===== config.mk =====
export PLATFORM = sky130hd
export DESIGN_NAME = muldiv_unit
export DESIGN_NICKNAME = d
export VERILOG_FILES = /design/src/rtl/muldiv_pkg.sv /design/src/rtl/muldiv_sign_fix.sv /design/src/rtl/muldiv_unit.sv
export SDC_FILE = /design/constraint.sdc
export NUM_CORES = 1
export LEC_CHECK = 0
export CAP_MARGIN = 20
export CORE_MARGIN = 3
export CORE_UTILIZATION = 40
export DETAILED_ROUTE_END_ITERATION = 7
export PLACE_DENSITY = 0.54
export SLEW_MARGIN = 20
export SYNTH_ARGS = -nofsm -noshare
export SYNTH_HDL_FRONTEND = slang
export SYNTH_SLANG_ARGS = --single-unit

===== constraint.sdc =====
create_clock -name clk_i -period 6.4 [get_ports clk_i]
set_clock_uncertainty 0.2 [all_clocks]
set_input_delay 0.64 -clock clk_i [delete_from_list [all_inputs] [get_ports clk_i]]
set_output_delay 0.64 -clock clk_i [all_outputs]
set_load 0.05 [all_outputs]

===== src/rtl/muldiv_pkg.sv =====
// Shared encodings for the iterative RV32M/RV64M multiply/divide unit.
// Build option MULDIV_FAST_SPECIAL_EN is consumed by muldiv_unit.
package muldiv_pkg;

  typedef enum logic [2:0] {
    OP_MUL    = 3'd0,
    OP_MULH   = 3'd1,
    OP_MULHSU = 3'd2,
    OP_MULHU  = 3'd3,
    OP_DIV    = 3'd4,
    OP_DIVU   = 3'd5,
    OP_REM    = 3'd6,
    OP_REMU   = 3'd7
  } op_e;

  typedef enum logic [1:0] {
    ST_IDLE = 2'd0,
    ST_CALC = 2'd1,
    ST_DONE = 2'd2
  } state_e;

  localparam logic [63:0] MIN_SIGNED_SEED = 64'h8000_0000_0000_0000;

  // Most negative two's-complement value of an xlen-bit word, right-aligned.
  function automatic logic [63:0] min_signed(input int unsigned xlen);
    return MIN_SIGNED_SEED >> (32'd64 - xlen);
  endfunction

endpackage


===== src/rtl/muldiv_sign_fix.sv =====
// Conditional two's-complement negate, used for operand magnitudes and for
// correcting the sign of unsigned iteration results.
module muldiv_sign_fix #(
  parameter int unsigned W = 32
) (
  input  logic [W-1:0] data_i,
  input  logic         neg_i,
  output logic [W-1:0] data_o
);

  localparam logic [W-1:0] ONE = {{(W-1){1'b0}}, 1'b1};

  assign data_o = neg_i ? (~data_i + ONE) : data_i;

endmodule


===== src/rtl/muldiv_unit.sv =====
// Iterative multiply/divide unit: shift-add multiply, restoring divide.
// Define MULDIV_FAST_SPECIAL_EN to let trivial operations bypass CALC.
module muldiv_unit
  import muldiv_pkg::*;
#(
  parameter int unsigned XLEN  = 32,
  parameter int unsigned CNT_W = $clog2(XLEN) + 1
) (
  input  logic            clk_i,
  input  logic            rst_n_i,
  input  logic            start_i,
  input  logic            flush_i,
  input  logic [2:0]      op_i,
  input  logic [XLEN-1:0] data1_i,
  input  logic [XLEN-1:0] data2_i,
  output logic            busy_o,
  output logic            done_o,
  output logic [XLEN-1:0] data_o
);

  localparam logic [63:0]      MIN_WIDE = min_signed(XLEN);
  localparam logic [XLEN-1:0]  MIN_S    = MIN_WIDE[XLEN-1:0];
  localparam logic [XLEN-1:0]  ONES     = {XLEN{1'b1}};
  localparam logic [XLEN-1:0]  ZERO     = {XLEN{1'b0}};
  localparam logic [CNT_W-1:0] CNT_ONE  = {{(CNT_W-1){1'b0}}, 1'b1};
  localparam logic [CNT_W-1:0] LAST_CNT = CNT_W'(XLEN - 1);

  state_e              state_q, state_d;
  logic [CNT_W-1:0]    cnt_q, cnt_d;
  logic [2:0]          op_q, op_d;
  logic [XLEN-1:0]     opnd_q, opnd_d;
  logic [2*XLEN-1:0]   acc_q, acc_d;
  logic [XLEN-1:0]     rem_q, rem_d;
  logic [XLEN-1:0]     orig1_q, orig1_d;
  logic                neg_q, neg_d;
  logic                dz_q, dz_d;
  logic                ovf_q, ovf_d;
  logic [XLEN-1:0]     data_q, data_d;
  logic                busy_q, done_q;

  logic                is_div_in_s, s1_s, s2_s, dz_in_s, ovf_in_s, neg_in_s, fast_in_s;
  logic [XLEN-1:0]     abs1_s, abs2_s, fast_res_s;
  logic [XLEN:0]       mul_sum_s, div_shift_s, div_diff_s;
  logic [2*XLEN-1:0]   mul_next_s, div_acc_next_s, prod_fix_s;
  logic                div_qbit_s;
  logic [XLEN-1:0]     div_rem_next_s, div_raw_s, div_res_s, result_s;

  // Accept-cycle decode: signedness, magnitudes and special cases.
  assign is_div_in_s = op_i[2];
  assign s1_s = (op_i inside {OP_MULH, OP_MULHSU, OP_DIV, OP_REM}) && data1_i[XLEN-1];
  assign s2_s = (op_i inside {OP_MULH, OP_DIV, OP_REM}) && data2_i[XLEN-1];
  assign neg_in_s = (op_i == OP_REM) ? s1_s : (s1_s ^ s2_s);
  assign dz_in_s  = is_div_in_s && (data2_i == ZERO);
  assign ovf_in_s = ((op_i == OP_DIV) || (op_i == OP_REM)) &&
                    (data1_i == MIN_S) && (data2_i == ONES);

  muldiv_sign_fix #(.W(XLEN)) u_abs1 (.data_i(data1_i), .neg_i(s1_s), .data_o(abs1_s));
  muldiv_sign_fix #(.W(XLEN)) u_abs2 (.data_i(data2_i), .neg_i(s2_s), .data_o(abs2_s));

`ifdef MULDIV_FAST_SPECIAL_EN
  assign fast_in_s = dz_in_s || ovf_in_s ||
                     (!is_div_in_s && ((data1_i == ZERO) || (data2_i == ZERO)));
`else
  assign fast_in_s = 1'b0;
`endif

  // Results that are known at acceptance and do not need the iteration.
  always_comb begin
    fast_res_s = ZERO;
    if (!is_div_in_s) begin
      fast_res_s = ZERO;
    end else if (dz_in_s) begin
      fast_res_s = op_i[1] ? data1_i : ONES;
    end else if (ovf_in_s) begin
      fast_res_s = op_i[1] ? ZERO : MIN_S;
    end else begin
      fast_res_s = ZERO;
    end
  end

  // One iteration step: multiplier bits sit in acc low half, dividend bits likewise.
  assign mul_sum_s      = {1'b0, acc_q[2*XLEN-1:XLEN]} + (acc_q[0] ? {1'b0, opnd_q} : {1'b0, ZERO});
  assign mul_next_s     = {mul_sum_s, acc_q[XLEN-1:1]};
  assign div_shift_s    = {rem_q, acc_q[XLEN-1]};
  assign div_diff_s     = div_shift_s - {1'b0, opnd_q};
  assign div_qbit_s     = ~div_diff_s[XLEN];
  assign div_rem_next_s = div_qbit_s ? div_diff_s[XLEN-1:0] : div_shift_s[XLEN-1:0];
  assign div_acc_next_s = {acc_q[2*XLEN-1:XLEN], acc_q[XLEN-2:0], div_qbit_s};
  assign div_raw_s      = op_q[1] ? div_rem_next_s : div_acc_next_s[XLEN-1:0];

  muldiv_sign_fix #(.W(2*XLEN)) u_prod_fix (.data_i(mul_next_s), .neg_i(neg_q), .data_o(prod_fix_s));
  muldiv_sign_fix #(.W(XLEN))   u_div_fix  (.data_i(div_raw_s),  .neg_i(neg_q), .data_o(div_res_s));

  // Final-iteration result selection with special-case overrides.
  always_comb begin
    result_s = ZERO;
    if (!op_q[2]) begin
      result_s = (op_q == OP_MUL) ? prod_fix_s[XLEN-1:0] : prod_fix_s[2*XLEN-1:XLEN];
    end else if (dz_q) begin
      result_s = op_q[1] ? orig1_q : ONES;
    end else if (ovf_q) begin
      result_s = op_q[1] ? ZERO : MIN_S;
    end else begin
      result_s = div_res_s;
    end
  end

  // Next-state and datapath update; flush wins over everything.
  always_comb begin
    state_d = state_q;
    cnt_d   = cnt_q;
    op_d    = op_q;
    opnd_d  = opnd_q;
    acc_d   = acc_q;
    rem_d   = rem_q;
    orig1_d = orig1_q;
    neg_d   = neg_q;
    dz_d    = dz_q;
    ovf_d   = ovf_q;
    data_d  = data_q;
    case (state_q)
      ST_IDLE: begin
        if (start_i && !flush_i) begin
          op_d    = op_i;
          cnt_d   = {CNT_W{1'b0}};
          opnd_d  = is_div_in_s ? abs2_s : abs1_s;
          acc_d   = {ZERO, (is_div_in_s ? abs1_s : abs2_s)};
          rem_d   = ZERO;
          orig1_d = data1_i;
          neg_d   = neg_in_s;
          dz_d    = dz_in_s;
          ovf_d   = ovf_in_s;
          if (fast_in_s) begin
            state_d = ST_DONE;
            data_d  = fast_res_s;
          end else begin
            state_d = ST_CALC;
          end
        end else begin
          state_d = ST_IDLE;
        end
      end
      ST_CALC: begin
        if (flush_i) begin
          state_d = ST_IDLE;
        end else begin
          cnt_d = cnt_q + CNT_ONE;
          if (op_q[2]) begin
            acc_d = div_acc_next_s;
            rem_d = div_rem_next_s;
          end else begin
            acc_d = mul_next_s;
          end
          if (cnt_q == LAST_CNT) begin
            state_d = ST_DONE;
            data_d  = result_s;
          end else begin
            state_d = ST_CALC;
          end
        end
      end
      ST_DONE: state_d = ST_IDLE;
      default: state_d = ST_IDLE;
    endcase
  end

  // State and datapath registers.
  always_ff @(posedge clk_i or negedge rst_n_i) begin
    if (!rst_n_i) begin
      state_q <= ST_IDLE;
      cnt_q   <= {CNT_W{1'b0}};
      op_q    <= 3'd0;
      opnd_q  <= ZERO;
      acc_q   <= {2{ZERO}};
      rem_q   <= ZERO;
      orig1_q <= ZERO;
      neg_q   <= 1'b0;
      dz_q    <= 1'b0;
      ovf_q   <= 1'b0;
      data_q  <= ZERO;
      busy_q  <= 1'b0;
      done_q  <= 1'b0;
    end else begin
      state_q <= state_d;
      cnt_q   <= cnt_d;
      op_q    <= op_d;
      opnd_q  <= opnd_d;
      acc_q   <= acc_d;
      rem_q   <= rem_d;
      orig1_q <= orig1_d;
      neg_q   <= neg_d;
      dz_q    <= dz_d;
      ovf_q   <= ovf_d;
      data_q  <= data_d;
      busy_q  <= (state_d != ST_IDLE);
      done_q  <= (state_d == ST_DONE);
    end
  end

  assign busy_o = busy_q;
  assign done_o = done_q;
  assign data_o = data_q;

endmodule


==> results.cfg, run 1 <==
[synthesis]
ys_ff_latch = 208
synthCells = 2531
yosysUniqueCellTypes = 99
avgSynthCellArea_sq_um = 7.46
netlist_area_sq_um = 18900
synth-main-ff-cell = dfrtp_1
synth_compound_area_share_pct = 26.6
synthSimpleGateAreaFrac_pct = 23.3
yosys_warnings = 0
synth_top_family_by_area = compound AO/OA/AOI/OAI gates
async_reset_ff_share_pct = 100
yosysSeqAreaShare_pct = 27.6
synth_nets = 2674
synth-edff-count = 0
synth-xor-area-share_pct = 8.95
synth_mux_area_share_pct = 3.65
synth_fa_ha_area_share_pct = 4.85

[sta]
finalHoldViolCount = 0
post-route-min-period_ps = 5770
setup-tns-final_ps = 0
period_share_pct = 90.2
finalSetupViolations = 0
drv_slew = 0
rsz0062_at_grt = false
max_freq_ghz = 0.173
maxSlewHeadroom_pct = 25.3
tightest_slew_ps = 1120

[outcome]
status = completed

[hold_path]
hold_path.class = reg -> reg

[critical_path]
crit_chain = inv_1, ha_1, fa_1, nor2b_1, o21a_1, o211ai_4, a211oi_4, nor3_2, nor2_4, buf_4, a311oi_1, nand3b_1, or3_1, o311ai_0, a21oi_1, a21oi_1
crit_slowest_cell = o311ai_0
critPathMaxFanout = 14
crit_required_ps = 6710
slowest_delay_ps = 790
crit_type = reg -> reg
worst-path-buf-inv = 2
critPathCaptureType = flip-flop
cpLargestDelayFamily = compound AO/OA/AOI/OAI gates
critPathLaunchType = flip-flop
path_common_cell = a21oi_1
crit_arrival_ps = 6080

[routing]
drtIter0Drc = 2139
drc = 0
vias = 19470
antenna_left = 0
routed_wl_mm = 81.4
avgViaCountPerCell = 6.19
avgRoutedWirePerCell_um = 25.9
dr.pass1.iters = 6

[finish]
drive_above_1_share_pct = 5.54
instances_no_fill = 3145
regArea_sq_um = 5210
multi_input_area_sq_um = 12800
final_common_cell = nand2_1
antennaDiodeCount = 0
nFillCells = 4688
layout_common_cells = nand2_1, nor2_1, o21ai_0
layout.nets = 2666
syn_to_final_growth_pct = 12.9

[global_routing]
antenna_found_initial = 2
grt_max_degree = 137
grt_pass1_vias = 18331
overflow = 0
grt_pass1_wl_mm = 120
grt_usage_pct = 31.7

[placed_design]
dp.cells = 3092
gp_congestion = 0.969
portBuffers = 104
hpwl_mm = 63.3

[die]
rows = 78
fp.dieH_um = 223
fp.coreArea_sq_um = 46000
die_width_um = 223
io_pins = 105
dieArea_sq_um = 49900
start_util_pct = 41.1

[clock_tree]
cts_buffer_depth = 3
cts_buffers = 28
cts.reportedPaths.clkPinSlew_ps = 60
cts_num_sinks = 208
clk_latency_ps = 590
root_buffer = clkbuf_16
htreeDepth = 1
cts_tree = done

[pwr]
p_leak_nw = 8.78
powerDensity_nw_per_um2 = 308
vdd_ir_drop_max_uv = 217

[flow_run]
maxCapViolCount = 0
## sequential cells by signal (all words and copies together) (netlist names)
name / flops
acc_q: 64
data_o: 32
opnd_q: 32
orig1_q: 32
rem_q: 32
cnt_q: 6
op_q: 3
state_q: 2
busy_o: 1
done_o: 1
dz_q: 1
neg_q: 1
ovf_q: 1
## stage by stage
step	worst slack, ps	total power, mW	util [%]	hold slack [ps]	area [sq um]
2_1_floorplan	1530	3.64	-	144	18900
3_5_place_dp	902	4.72	44.1	263	20300
6_report	628	6.57	46.4	274	21300
3_3_place_gp	970	4.71	44.1	259	20300
5_1_grt	267	6.90	46.4	299	21300
4_1_cts	853	6.52	46.4	277	21300
## power by group
group          total (mW)  internal (mW)  switching (mW)  leakage [nW]
logic                2.86          0.975            1.88          5.65
registers            1.93           1.51           0.421          2.64
clock network        1.79           1.10           0.689         0.484
total                6.57           3.58            2.99          8.78
## final cells by class
type / count / area share (%)
Sequential cell: 208 / 24.4
Clock inverter: 16 / 1.28
Clock buffer: 36 / 3.61
Timing Repair Buffer: 137 / 6.12
Multi-Input combinational cell: 2078 / 59.8
Tap cell: 600 / 3.52
Inverter: 70 / 1.23
## routing by layer
layer	track usage [%]	wire length [um]	up-vias
met5	0	0	-
met4	14.7	4350	0
met3	5.78	6160	165
met2	49.6	36100	821
met1	42.5	34800	9448
li1	-	-	9036
## worst min-delay path: stages (launching register included)
cell	delay, ps
dfrtp_1	340
nand2_1	50
nand2_1	50
## cells in the mapped netlist (22+ instances only)
master | n | area [sq um]
nand4_1 | 30 | 188
a21o_1 | 22 | 165
nor3_1 | 55 | 275
nand3_1 | 41 | 205
xnor2_1 | 111 | 972
o21ai_0 | 251 | 1260
ha_1 | 70 | 876
a31oi_1 | 25 | 156
and2_1 | 42 | 263
clkbuf_1 | 146 | 548
nor2_1 | 272 | 1020
a211oi_1 | 28 | 210
o31ai_1 | 37 | 278
mux2i_1 | 61 | 611
inv_1 | 65 | 244
a22o_1 | 27 | 236
a21oi_1 | 239 | 1200
xor2_1 | 82 | 718
nand2_1 | 355 | 1330
dfrtp_1 | 208 | 5200
## final timing paths
kind | from | to | slack (ps) | depth (start not counted)
max | acc_q[31] | data_o[15] | 630 | 16
min | orig1_q[4] | orig1_q[4] | 270 | 2
max reg2reg | acc_q[31] | data_o[15] | 630 | 16
min reg2reg | orig1_q[4] | orig1_q[4] | 270 | 2
max in group asynchronous | rst_n_i | neg_q | 4350 | 3
min in group asynchronous | rst_n_i | cnt_q[5] | 410 | 2
## kinds of logic (layout without fill, tap and decap cells)
kind of cell               Yosys count  count (layout)
adders and majority gates           72              72
AOI/OAI and AO/OA                  804             804
and+or+nand+nor                    941             941
buffers and inverters              245             259
DFF                                208             208
xor gates and xnor gates           193             193
muxes                               68              68
## timing repair
action	4_1_cts	5_1_grt
hold buffers	1	0
endpoints found under the hold margin	72	0
resized for setup	0	0
buffers inserted	0	0
No activity file was read; power rests on OpenSTA's default activity.
==> run 2: changes to the inputs <==
- GPL_TIMING_DRIVEN: default -> 1
- SLEW_MARGIN: 20 -> 40
==> run 2 against run 1 <==
- die area stayed put
- critical endpoint is now data_o[23]
- core utilization increased by 0.073 points
- clock power down 6%
- first-iteration DRC count decreased by 13%
==> results.cfg, run 2 (synthesis gave the netlist of run 1 again) <==
[outcome]
status = completed

[routing]
avgRoutedWirePerCell_um = 25.8
wl_met2_mm = 36.3
drtIter0Drc = 1870
drc = 0
dr.pass1.iters = 6
antenna_left = 0
routedLengthMet1_mm = 33.9
avgViaCountPerCell = 6.15
met3WireLength_mm = 6.39
routed_wl_mm = 81.1
topRoutingLayerUsed = met5
vias = 19369

[die]
die_width_um = 223
io_pins = 105
fp.dieH_um = 223
start_util_pct = 41.1
rows = 78
fp.coreArea_sq_um = 46000
dieArea_sq_um = 49900

[global_routing]
grt_pass1_wl_mm = 120
overflow = 0
grt_usage_pct = 31.7
grt_pass1_vias = 18484
grt_max_degree = 137
antenna_found_initial = 2

[finish]
final_common_cell = nand2_1
max_flop_register = acc_q
layout.nets = 2671
syn_to_final_growth_pct = 13.1
antennaDiodeCount = 0
finalInstanceArea_sq_um = 21400
instances_no_fill = 3149
layout_common_cells = nand2_1, nor2_1, o21ai_0
drive_above_1_share_pct = 5.81
final_core_utilization_pct = 46.5
largest_reg_flops = 64

[clock_tree]
clk_latency_ps = 590
cts_num_sinks = 208
post_cts.repair.setup_buffers = 0
root_buffer = clkbuf_16
cts_resized = 0
cts_buffer_depth = 3
cts.reportedPaths.clkPinSlew_ps = 60
cts_tree = done
htreeDepth = 1
cts_buffers = 29

[pwr]
vdd_ir_drop_max_uv = 237
powerDensity_nw_per_um2 = 303
p_leak_nw = 8.82

[critical_path]
rr_worst_depth = 16
cp-endpoint = data_o[23]
crit_required_ps = 6670
critPathMaxFanout = 19
reg2reg_to = data_o[23]
rrSetupSlack_ps = 770
crit_type = reg -> reg
crit_arrival_ps = 5900
critPathCaptureType = flip-flop
crit_path_start = acc_q[31]
r2r_start = acc_q[31]
critPathLaunchType = flip-flop

[sta]
post-route-min-period_ps = 5630
period_share_pct = 87.9
finalSetupViolations = 0
max_freq_ghz = 0.178
setup-tns-final_ps = 0
rsz0062_at_grt = false
maxSlewHeadroom_pct = 42.0
tightest_slew_ps = 859
finalHoldViolCount = 0
drv_slew = 0

[placed_design]
gp_congestion = 0.969
dpl_cell_area_sq_um = 20400
dp.cells = 3095
portBuffers = 104
hpwl_mm = 63.4

[hold_path]
hold_path.class = reg -> reg

[flow_run]
maxCapViolCount = 0
run 2: changes by cell type in the layout (fill, tap and decap cells not counted), moves of 2 or more:
cell / change
buf_16: +2
nor2b_2: +2
clkinvlp_4: -7
nor2b_1: -2
bufinv_16: -3
clkinv_2: +4
clkbuf_1: +3
run 2: repair_timing:
item | CTS | global route
endpoints found under the setup margin | 0 | 0
hold endpoints to repair | 72 | 0
hold buffers | 1 | 0
run 2: where the power goes:
| part | internal, mW | switching, mW | total [mW] |
|---|---|---|---|
| combinational | 0.985 | 1.88 | 2.86 |
| sequential | 1.51 | 0.421 | 1.93 |
| clock | 1.01 | 0.669 | 1.68 |
run 2: worst min-delay path by stage:
stage / start / to / slack (ps) / cells past startpoint
6_report: orig1_q[6] / orig1_q[6] / 280 / 2
5_1_grt: orig1_q[20] / orig1_q[20] / 300 / 2
4_1_cts: orig1_q[6] / orig1_q[6] / 280 / 2
3_5_place_dp: orig1_q[6] / orig1_q[6] / 260 / 2
3_3_place_gp: orig1_q[27] / orig1_q[27] / 260 / 2
2_1_floorplan: rst_n_i / acc_q[0] / 140 / 0
run 2: cell type report:
cell class                 instances  area, sq um
fill                            4652        24600
multi-input combinational       2078        12800
sequential                       208         5210
timing repair buffer             141         1390
clock buffer                      41          821
tap                              600          751
inverter                          70          263
clock inverter                    11          149
run 2: metrics by stage:
stage | total power, mW | setup WS, ps | hold WS [ps]
2_1_floorplan | 3.64 | 1530 | 144
3_3_place_gp | 4.71 | 970 | 259
3_5_place_dp | 4.73 | 904 | 261
4_1_cts | 6.43 | 863 | 276
5_1_grt | 6.81 | 348 | 302
6_report | 6.47 | 772 | 276
run 2: worst max-delay path, stage by stage, from the launching register on:
cell      delay, ps
dfrtp_1         470
inv_1           150
ha_1            250
fa_1            430
nor2b_1         190
o21a_1          410
o211ai_4        160
a211oi_4        400
or3_1           320
nand2_1         250
buf_4           280
a22oi_1         580
a41oi_2         310
nor4_4          560
or3_1           180
a31oi_1          70
mux2_2          270
run 2: metal layers:
metal | vias to the layer above | track usage, %
li1 | 9044 | -
met1 | 9374 | 41.2
met2 | 776 | 50.2
met3 | 173 | 6.92
met4 | 2 | 14.8
met5 | - | 0
==> run 3: changes to the inputs <==
- GPL_TIMING_DRIVEN: 1 -> default
==> results of run 3 <==
No change in the layout: final DEF, timing and power equal those of run 2.
